$ cat config.mk
export PLATFORM = sky130hd
export DESIGN_NAME = serial_add_ctrl
export DESIGN_NICKNAME = d
export VERILOG_FILES = /design/src/rtl/serial_add_ctrl_pkg.sv /design/src/rtl/fa.sv /design/src/rtl/serial_add_ctrl.sv
export SDC_FILE = /design/constraint.sdc
export NUM_CORES = 1
export LEC_CHECK = 0
export BUFFER_PORTS_ARGS = -buffer_cell sky130_fd_sc_hd__buf_2
export CAP_MARGIN = 40
export CORE_ASPECT_RATIO = 1.75
export CORE_MARGIN = 4
export CORE_UTILIZATION = 55
export CTS_CLUSTER_SIZE = 24
export DETAILED_ROUTE_END_ITERATION = 8
export MAX_ROUTING_LAYER = met4
export PLACE_DENSITY = 0.82
export SYNTH_ARGS = -nofsm -noshare
export SYNTH_HDL_FRONTEND = slang
export SYNTH_SLANG_ARGS = --single-unit
$ cat constraint.sdc
create_clock -name clk -period 2.5 [get_ports clk]
set_clock_uncertainty 0.1 [all_clocks]
set_input_delay 0.5 -clock clk [delete_from_list [all_inputs] [get_ports clk]]
set_output_delay 0.5 -clock clk [all_outputs]
set_load 0.005 [all_outputs]
$ cat src/rtl/serial_add_ctrl_pkg.sv
// serial_add_ctrl_pkg: shared state encoding and counter-width helper
package serial_add_ctrl_pkg;
  typedef enum logic [1:0] {
    S_IDLE = 2'd0,
    S_RUN  = 2'd1,
    S_DONE = 2'd2
  } state_t;
  function automatic int cnt_w(input int w);
    return (w > 1) ? $clog2(w) : 1;
  endfunction
endpackage

$ cat src/rtl/fa.sv
// fa: single-bit full adder cell
module fa (
  input  logic a,
  input  logic b,
  input  logic c,
  output logic sum,
  output logic carry
);
  assign sum   = a ^ b ^ c;
  assign carry = (a & b) | (c & (a ^ b));
endmodule

$ cat src/rtl/serial_add_ctrl.sv
// serial_add_ctrl: bit-serial adder sequencing one full-adder cell over WIDTH bits
module serial_add_ctrl
  import serial_add_ctrl_pkg::*;
#(
  parameter int WIDTH = 8
) (
  input  logic             clk,
  input  logic             rst_n,
  input  logic             in_valid,
  output logic             in_ready,
  input  logic [WIDTH-1:0] a,
  input  logic [WIDTH-1:0] b,
  input  logic             cin,
  output logic             out_valid,
  input  logic             out_ready,
  output logic [WIDTH-1:0] sum,
  output logic             cout,
  output logic             busy
);
  localparam int CNT_W = cnt_w(WIDTH);
  localparam logic [CNT_W-1:0] LAST = CNT_W'(WIDTH - 1);
  state_t           r_state;
  logic [WIDTH-1:0] r_a_sh;
  logic [WIDTH-1:0] r_b_sh;
  logic [WIDTH-1:0] r_sum_sh;
  logic             r_carry;
  logic [CNT_W-1:0] r_cnt;
  logic             w_s;
  logic             w_c;
  fa u_fa (r_a_sh[0], r_b_sh[0], r_carry, w_s, w_c);
  assign in_ready  = rst_n && (r_state == S_IDLE);
  assign out_valid = (r_state == S_DONE);
  assign busy      = (r_state != S_IDLE);
  assign sum       = r_sum_sh;
  assign cout      = r_carry;
  // sequencer: load operands, shift one bit pair per cycle LSB first, hold result until taken
  always_ff @(posedge clk) begin
    if (!rst_n) begin
      r_state  <= S_IDLE;
      r_a_sh   <= '0;
      r_b_sh   <= '0;
      r_sum_sh <= '0;
      r_carry  <= 1'b0;
      r_cnt    <= '0;
    end else begin
      case (r_state)
        S_IDLE: if (in_valid) begin
          r_a_sh   <= a;
          r_b_sh   <= b;
          r_carry  <= cin;
          r_sum_sh <= '0;
          r_cnt    <= '0;
          r_state  <= S_RUN;
        end
        S_RUN: begin
          r_a_sh   <= r_a_sh >> 1;
          r_b_sh   <= r_b_sh >> 1;
          r_sum_sh <= WIDTH'({w_s, r_sum_sh} >> 1);
          r_carry  <= w_c;
          r_cnt    <= (r_cnt == LAST) ? '0 : r_cnt + 1'b1;
          if (r_cnt == LAST) r_state <= S_DONE;
        end
        S_DONE: if (out_ready) r_state <= S_IDLE;
        default: r_state <= S_IDLE;
      endcase
    end
  end
endmodule

After elaboration in Yosys (flattened, before gate mapping)
Index checks and enable logic that the tools add are counted.

storage, ports and cells
  bits in registers = 30
  latch bits = 0
  memory bits (writable) = 0
  ROM bits = 0
  input bits = 21
  logic and storage cells = 39
  memories = 0

operators by class
  $add $sub $neg = 1
  multiply operators = 0
  divide/modulo/power cells = 0
  $lt $le $gt $ge = 0
  equal/unequal tests = 6
  shift operators = 0
  multiplexer cells = 15
  bitwise operators = 5
  reduce and logical (&&, ||, !) cells = 6

operator list
  cell                                                    number
  case mux 8 bit (2 select lines)                         3
  2-to-1 mux 8 bit                                        3
  2-to-1 mux 2 bit                                        3
  2-to-1 mux 3 bit                                        2
  case mux 2 bit (3 select lines)                         1
  case mux 3 bit (2 select lines)                         1
  inequality test 2 bit (second input constant)           2
  nonzero test 2 bit                                      2
  adder 3 x 1 -> 3 bit (second input constant)            1
  == test 3 bit (second input constant)                   1
  AND reduction 3 bit                                     1
  bitwise AND 1 bit                                       2
  == test 2 x 1 -> 1 bit (second input constant)          1
  == test 2 bit (second input constant)                   1
  logical NOT 2 bit                                       1
  inequality test 2 x 1 -> 1 bit (second input constant)  1
  case mux 1 bit (2 select lines)                         1
  AND reduction 2 bit                                     1
  XOR 1 bit                                               2
  logical AND 1 bit                                       1
  2-to-1 mux 1 bit                                        1
  OR 1 bit                                                1

Logic depth before layout (Yosys ltp)
Gate-level depths: netlist of run 1.

  depth in word-level cells = 4
  depth in mapped cells = 6
  depth with buffers taken out = 5

By module
Synthesis of run 1 repeated with hierarchy kept, for this count alone.

unflattened totals
  cell total of the unflattened synthesis = 134
  area, all modules = 1331.3 µm²

by module, submodules not included
  module           times used  cells each  area each (µm²)  sequential area each (µm²)
  serial_add_ctrl  1           133         1311.3           600.6
  fa               1           1           20.0             0.0

Worst setup path before layout of run 1
Ideal clock, no wire load.

  kind = input -> output
  start point = input port rst_n
  end point = output port in_ready
  arrival = 0.995 ns
  data required time = 1.900 ns
  slack = 0.905 ns
  stages on the path = 3
  path buffers = 1
  path through = clkinv_1 -> clkbuf_1 -> nor2_1

on the way
  cells in the longest elaborated chain, start to end = 1

RTL lines
  element            line                   text
  from (decl)        serial_add_ctrl.sv:8   input logic rst_n,
  logical AND 1 bit  serial_add_ctrl.sv:31  assign in_ready = rst_n && (r_state == S_IDLE);
  to (decl)          serial_add_ctrl.sv:10  output logic in_ready,

No other way between the ends.

Final worst setup path of run 1
  start point = register r_state[0]
  end point = output port in_ready

on the way
  cells in the longest elaborated chain, start to end = 2

RTL lines
  element                 line                   text
  from (decl)             serial_add_ctrl.sv:22  state_t r_state;
  from (signal assigned)  serial_add_ctrl.sv:39  r_state <= S_IDLE;
  from (signal assigned)  serial_add_ctrl.sv:53  r_state <= S_RUN;
  from (signal assigned)  serial_add_ctrl.sv:61  if (r_cnt == LAST) r_state <= S_DONE;
  logical NOT 2 bit       serial_add_ctrl.sv:31
  logical AND 1 bit       serial_add_ctrl.sv:31

No other way between the ends.

==> metrics, run 1 <==
Final Wtd Congestion=0.780; Comb power frac=13.8%; total iterations of the first detailed-routing run=4; Syn Inst Count=130; largest net degree at the start of global routing=18; maxcap violations=0; register area share after synthesis=45.5%; Max Slew Vio Count=0; initial antenna violation count=0; count leader, synth=dfxtp_1; P per Cell Area=~650 mW/mm2; Min-Delay Path Class=flip-flop to flip-flop; final wirelength=2660 um; DRT iter0 DRCs=20; Core ar.=0.00230 mm2; worst r2r path cells=3; slowest CP cell=dfxtp_1; part of the power in registers=51.5%; share of layout cells above drive strength 1=38.0%; Post-route DRC=0; top cell type's share of synthesized area=between 40% and 50%; Critical Path Start Type=flip-flop; Initial Util=a little under three fifths; Num CTS Buffers=5; count of different cell masters after synthesis=29; Worst Setup SP=r_state[0]; antenna diode instance count=0; Synth Register Bits=30; Crit. End Element=primary output; r2r startpoint=r_state[0]; Clk pwr share=a little over a third; switching pwr=0.261 mW; synthesized area=between 0.001 and 0.0015 mm2; Port Buffer Count=32; Min-Delay Path Depth=2; CTS tree=done; CP max stage delay=around 380 ps; # clock sinks=30; RSZ-0062 raised after global routing=false; Max Freq=between 0.5 and 0.6 GHz; post-layout util=approximately two thirds; global-route wire length before repair=between 4000 and 5000 um; CP arrival=between 1000 and 1500 ps; routed length per instance=14.2 um; Clk pin slew, worst setup/hold paths=60 ps; synth top area cells=dfxtp_1 (46%), o221ai_2 (11%), a22oi_1 (7.4%); Via Count=between 1k and 1.5k; final setup fails=0; total gr overflow=0; DP HPWL=roughly 2000 um; crit path kind=flip-flop to primary output; Post-synth top cells=dfxtp_1 (30), inv_1 (17), nor2_1 (17), a22oi_1 (13); Sw Share=25.5%; die width=45.0 um; Worst Path Max Fanout=8; hold_sp=r_a_sh[1]; worst slew pin tran=between 800 and 900 ps; minimum clock period=~1800 ps; number of global-route vias before repair=around 1.1k; H-tree Lvls=2; die area=0.00328 mm2; placed cell areas=between 0.001 and 0.0015 mm2; P&R area growth vs syn=18.6%; post-synthesis async set-or-reset flop share=0%; CP Cell Sequence=or2_2 -> nor2_1 -> buf_2; Yosys top cell by area=dfxtp_1; Die Height=between 70 and 80 um; num rows=23; Root Driver=clkbuf_8; Slew Limit Headroom=45.4%; All-Layer GR Usage=around a fifth; CTS resizes=0; worst-skew pair later-pin latency=between 200 and 300 ps; final net count=187; Setup Buffers After CTS=0; Yosys warning count=0; Final ANT Viol Nets=0; Post-synth EDFFs=0; Post-Syn Nets=154; fin area=around 0.0016 mm2; Post-synth top flop=dfxtp_1; final hold violations=0; WP data required=1900 ps; Final Cycle Share=roughly 71%; Pleak=around 0.65 nW; setup TNS=0 ps; IO Pins=33; peak supply drop=approximately 0.4 mV; Syn Area/Cell=around 10 um2; Int Power=0.760 mW; status=finished clean; Post-CTS Hold Buffers=0; worst-case clock buffer depth=2; Vias/cell=~5.7
## registers in the layout, summed over array words and instances (netlist names)
| signal | flops |
|---|---|
| r_cnt | 3 |
| r_a_sh | 8 |
| sum | 8 |
| r_b_sh | 8 |
| cout | 1 |
| r_state | 2 |
## logic make-up after synthesis
group | Yosys count | synth area share, %
buf+inv | 27 | 9.49
fa+ha+maj | 3 | 3.42
compound gates | 44 | 31.9
flops | 30 | 45.5
simple gates | 25 | 8.92
mux | 1 | 0.759
## critical path: cells and delay by family (launching register included)
family                 cells  cell delay (ps)
and+or+nand+nor            2              400
DFF                        1              380
buffers and inverters      1              120
## routing by layer
layer,GRT usage [%],routed length [um],vias up
met5,-,0,-
met1,19.8,1010,502
met2,31.4,1390,30
met4,9.12,64,0
met3,7.16,191,8
li1,-,-,523
## final cells by class
| type | instances | area, um2 |
|---|---|---|
| clock buffers | 7 | 76.3 |
| fillers | 188 | 738 |
| inverters | 18 | 67.6 |
| multi-input cells | 73 | 593 |
| flip-flops and latches | 30 | 601 |
| well taps | 25 | 31.3 |
| repair buffers | 35 | 195 |
## power groups by stage
stage                     clock network [mW]  registers [mW]  logic [mW]
after CTS                              0.367           0.525       0.143
after global routing                   0.385           0.529       0.159
after floorplan                            0           0.530       0.104
after global placement                     0           0.534       0.136
final                                  0.355           0.525       0.141
after detailed placement                   0           0.535       0.142
## per-stage QoR
stage	setup slack (ps)	hold slack, ps	cells	total power, mW
floorplan	905	324	130	0.634
global placement	665	333	181	0.671
detailed placement	594	345	181	0.677
CTS	720	353	188	1.03
global route	588	382	188	1.07
finish	727	357	188	1.02
## path summary, 6_finish.rpt
kind / end / slack, ps
worst max-delay path: in_ready / 730
worst min-delay path: r_a_sh[1] / 360
worst max register to register: cout / 800
worst min register to register: r_a_sh[1] / 360
## placed cells by master, fill, tap and decap left out
master	Yosys	layout
a22oi_1	13	13
nor2_1	17	17
clkbuf_8	0	5
a2111oi_1	1	1
buf_4	1	2
o221ai_2	10	10
and2b_1	1	1
a2bb2oi_1	1	1
or3b_1	1	1
buf_12	0	1
fa_1	1	1
o221ai_1	4	4
or2_2	1	1
a21oi_1	4	4
inv_1	17	17
a21oi_2	10	10
nor3b_1	1	1
nor2b_1	1	1
dfxtp_1	30	30
buf_2	3	32
clkinv_1	1	1
nand2b_1	1	1
nor3_1	1	1
ha_1	2	2
mux2i_1	1	1
o21bai_2	1	1
and2_1	1	1
clkbuf_1	1	2
(Power assumes the default switching activity.)
==> run 2, diff against run 1 <==
- CORE_UTILIZATION: 55 -> 51
- PLACE_DENSITY: 0.82 -> 0.77
- clock period: 2.5 -> 1.75 ns (I/O delays scaled with it)
==> run 2 against run 1 <==
Effect of this change:
- utilization is 2.6 points lower
- critical path depth stayed put
- via count is 1.4% lower
- final cell count is 3.2% higher
- setup slack worse by 630 ps
- sequential share of layout area is 1.5 points lower
- clock power is 83% higher
- die area is 6.7% higher
- highest routed layer unchanged
- count of clock-buffer cells in the layout is 1 higher
- non-clock buffer count is 4 higher
==> metrics, run 2 (synthesized netlist as in run 1, its figures left out) <==
status=finished clean; Final Cycle Share=a little over nine tenths; worst-case clock buffer depth=2; final setup fails=0; Core ar.=around 0.0025 mm2; worst slew pin tran=roughly 400 ps; Root Driver=clkbuf_8; DP HPWL=around 2200 um; total iterations of the first detailed-routing run=4; Post-route DRC=0; All-Layer GR Usage=19.2%; final net count=about 190; highest-count cells in the layout ignoring fill and taps=buf_2 (32), dfxtp_1 (30), nor2_1 (17), inv_1 (17), a22oi_1 (13); Worst Setup SP=r_state[0]; peak supply drop=about 0.82 mV; total gr overflow=0; final wirelength=approximately 2900 um; RSZ-0062 raised after global routing=false; die area=about 0.0035 mm2; Initial Util=52.9%; P per Cell Area=just under 1000 mW/mm2; Setup Buffers After CTS=0; initial antenna violation count=0; maxcap violations=0; Vias/cell=5.40; WP data required=1300 ps; global-route wire length before repair=approximately 4500 um; crit path kind=flip-flop to primary output; Crit. End Element=primary output; Max Freq=0.603 GHz; Worst Path Max Fanout=8; Clk pin slew, worst setup/hold paths=around 60 ps; Num CTS Buffers=5; die width=about 46 um; commonest non-fill, non-tap cell in the layout=buf_2; CTS tree=done; Hold WS=224 ps; DRT iter0 DRCs=26; Port Buffer Count=32; hold_sp=b[7]; P&R area growth vs syn=23.5%; Pleak=between 0.6 and 0.7 nW; antenna diode instance count=0; Die Height=75.3 um; num rows=24; largest net degree at the start of global routing=16; minimum clock period=~1700 ps; final hold violations=0; CP arrival=roughly 1200 ps; CTS resizes=0; Final ANT Viol Nets=0; IO Pins=33; H-tree Lvls=2; setup TNS=0 ps; worst-skew pair later-pin latency=between 200 and 300 ps; Max Slew Vio Count=0; routed length per instance=14.7 um; fillcell total=between 200 and 250; number of global-route vias before repair=1026; Min-Delay Path Class=primary input to flip-flop; Post-CTS Hold Buffers=0; Via Count=between 1k and 1.5k; Slew Limit Headroom=between 70% and 80%; Critical Path Start Type=flip-flop; r2r startpoint=r_state[0]; # clock sinks=30; Final Wtd Congestion=approximately 0.77; share of layout cells above drive strength 1=41.1%
[run 2: power by group]
| group | leakage, nW | internal (mW) | switching (mW) |
|---|---|---|---|
| Combinational | 0.386 | 0.0973 | 0.114 |
| Clock | 0.0575 | 0.397 | 0.253 |
| Sequential | 0.247 | 0.724 | 0.0275 |
[run 2: layer usage]
layer | wire, um | global-route usage [%] | up-vias | share of wire [%]
met3 | 214 | 7.89 | 5 | 7.5
met2 | 1500 | 31.4 | 29 | 52
li1 | - | - | 531 | -
met5 | 0 | - | - | 0
met1 | 1080 | 18.4 | 483 | 38
met4 | 63 | 10.4 | 0 | 2.2
[run 2: cell type report]
| class | count | area (um2) | area share (%) |
|---|---|---|---|
| clock buffers | 8 | 110 | 6.76 |
| inverters | 18 | 67.6 | 4.15 |
| multi-input cells | 73 | 593 | 36.4 |
| flip-flops and latches | 30 | 601 | 36.9 |
| well taps | 26 | 32.5 | 2.00 |
| repair buffers | 39 | 225 | 13.8 |
[run 2: final timing paths]
kind	to	slack (ps)	cells past startpoint
hold / removal	r_b_sh[7]	220	3
setup reg to reg	sum[3]	280	4
hold reg to reg	r_a_sh[1]	350	2
setup / recovery	in_ready	90	3
[run 2: worst max-delay path, stage by stage, from the launching register on]
cell and delay [ps]:
dfxtp_1 380, or2_2 310, nor2_1 100, buf_2 130
[run 2: stage by stage]
step	utilization (%)	setup WS, ps	total power [mW]	instances	area [um2]
final	65.4	91.7	1.61	194	1630
after global routing	65.4	35.7	1.69	194	1630
after CTS	65.4	75.8	1.63	194	1630
after detailed placement	60.9	228	0.979	186	1520
after global placement	60.9	270	0.969	186	1520
after floorplan	-	299	0.906	130	1320
==> run 3, diff against run 2 <==
- PLACE_DENSITY: 0.77 -> unset
- PLACE_DENSITY_LB_ADDON: unset -> 0.1
==> run 3 against run 2 <==
Effect of this change:
- cell area fell by 1.9%
- critical path depth did not move
- setup slack better by 35 ps
- first-iteration DRC count grew 31%
- die area is the same
- total power is 6.1% lower
- wire length shrank 5.7%
- non-clock buffer count is the same
- utilization down 1.3 points
- maximum frequency is 2.1% higher
- final cell count is the same
- clock power fell by 14%
- critical path type unchanged
- critical endpoint unchanged
==> metrics, run 3 (synthesized netlist as in run 1, its figures left out) <==
status=finished clean; Core ar.=between 0.002 and 0.0025 mm2; highest-count cells in the layout ignoring fill and taps=buf_2 (32), dfxtp_1 (30), nor2_1 (17), inv_1 (17), a22oi_1 (13); Via Count=approximately 1.1k; Final ANT Viol Nets=0; peak supply drop=approximately 0.75 mV; Clk pin slew, worst setup/hold paths=about 60 ps; final net count=approximately 190; CP max stage delay=~380 ps; All-Layer GR Usage=a little under a fifth; Max Slew Vio Count=0; slowest CP cell=dfxtp_1; Worst Path Max Fanout=8; routed length per instance=around 14 um; total gr overflow=0; commonest non-fill, non-tap cell in the layout=buf_2; worst slew pin tran=between 200 and 300 ps; final setup fails=0; Critical Path Start Type=flip-flop; RSZ-0062 raised after global routing=false; placed cell areas=roughly 0.0015 mm2; Final Wtd Congestion=0.730; Slew Limit Headroom=between 80% and 90%; CP arrival=1170 ps; initial antenna violation count=0; crit path kind=flip-flop to primary output; die width=46.4 um; Vias/cell=~5.6; Port Buffer Count=32; total iterations of the first detailed-routing run=4; antenna diode instance count=0; CP Cell Sequence=or2_2 -> nor2_1 -> buf_2; maxcap violations=0; final worst slack=between 100 and 150 ps; Pleak=0.675 nW; largest net degree at the start of global routing=18; # clock sinks=30; minimum clock period=around 1600 ps; worst-skew pair later-pin latency=~270 ps; H-tree Lvls=2; Die Height=between 70 and 80 um; IO Pins=33; share of layout cells above drive strength 1=roughly two fifths; die area=between 0.003 and 0.004 mm2; Final Cycle Share=between 90% and 100%; P per Cell Area=948 mW/mm2; Initial Util=a little over half; WP data required=around 1300 ps; CTS tree=done; fillcell total=~220; Post-CTS Hold Buffers=0; DP HPWL=between 2000 and 2500 um; Crit. End Element=primary output; global-route wire length before repair=between 4000 and 5000 um; P&R area growth vs syn=21.2%; CP bufs+invs=1; CP top delay family=simple AND/OR/NAND/NOR gates; fin area=0.00160 mm2; post-place setup slack=about 230 ps; Num CTS Buffers=5; Post-route DRC=0; Min-Delay Path Class=primary input to flip-flop; Setup Buffers After CTS=0; worst-case clock buffer depth=2; number of global-route vias before repair=between 1k and 1.5k; final hold violations=0; Root Driver=clkbuf_8; DRT iter0 DRCs=34; final wirelength=around 2700 um; num rows=24; setup TNS=0 ps; total chip power=roughly 1.5 mW; CTS resizes=0; Max Freq=~0.62 GHz
## run 3: cell count changes in the layout (fill, tap and decap cells not counted)
cell	previous run	this run
clkbuf_8	8	6
buf_12	1	0
buf_4	6	7
clkbuf_1	0	1
clkinv_2	0	1
## run 3: area by class of cell
class                   count  area, um2  share of cell area [%]
clock buffers               7       86.3                    5.40
clock inverters             1       5.00                   0.313
inverters                  18       67.6                    4.23
multi-input cells          73        593                    37.1
flip-flops and latches     30        601                    37.6
well taps                  26       32.5                    2.04
repair buffers             39        213                    13.3
## run 3: power breakdown
part | switching, mW | leakage [nW] | internal, mW | total (mW)
Clock | 0.243 | 0.0482 | 0.316 | 0.560
Combinational | 0.111 | 0.380 | 0.0935 | 0.204
Sequential | 0.0264 | 0.247 | 0.724 | 0.750
## run 3: metal layers
layer | GRT usage (%) | up-vias | share of wire (%)
li1 | - | 531 | -
met1 | 19.3 | 522 | 38
met2 | 30.8 | 24 | 56
met3 | 3.83 | 5 | 4.1
met4 | 10.1 | 0 | 2.0
met5 | - | - | 0
## run 3: worst paths after layout
path | startpoint | to | slack, ps | depth (start not counted)
worst max register to register | r_state[0] | cout | 310 | 4
worst min-delay path | b[7] | r_b_sh[7] | 220 | 3
worst max-delay path | r_state[0] | in_ready | 130 | 3
worst min register to register | r_a_sh[2] | r_a_sh[2] | 360 | 2
## run 3: through the flow
stage	instances	hold slack [ps]	utilization, %
3_3_place_gp	186	334	60.4
3_5_place_dp	186	339	60.4
5_1_grt	194	226	64.1
6_report	194	224	64.1
4_1_cts	194	219	64.1
2_1_floorplan	130	324	-
## run 3: tightest hold or removal path, cell delays in order
cell     delay (ps)
buf_2            70
a22oi_1          60
nor2_1           80
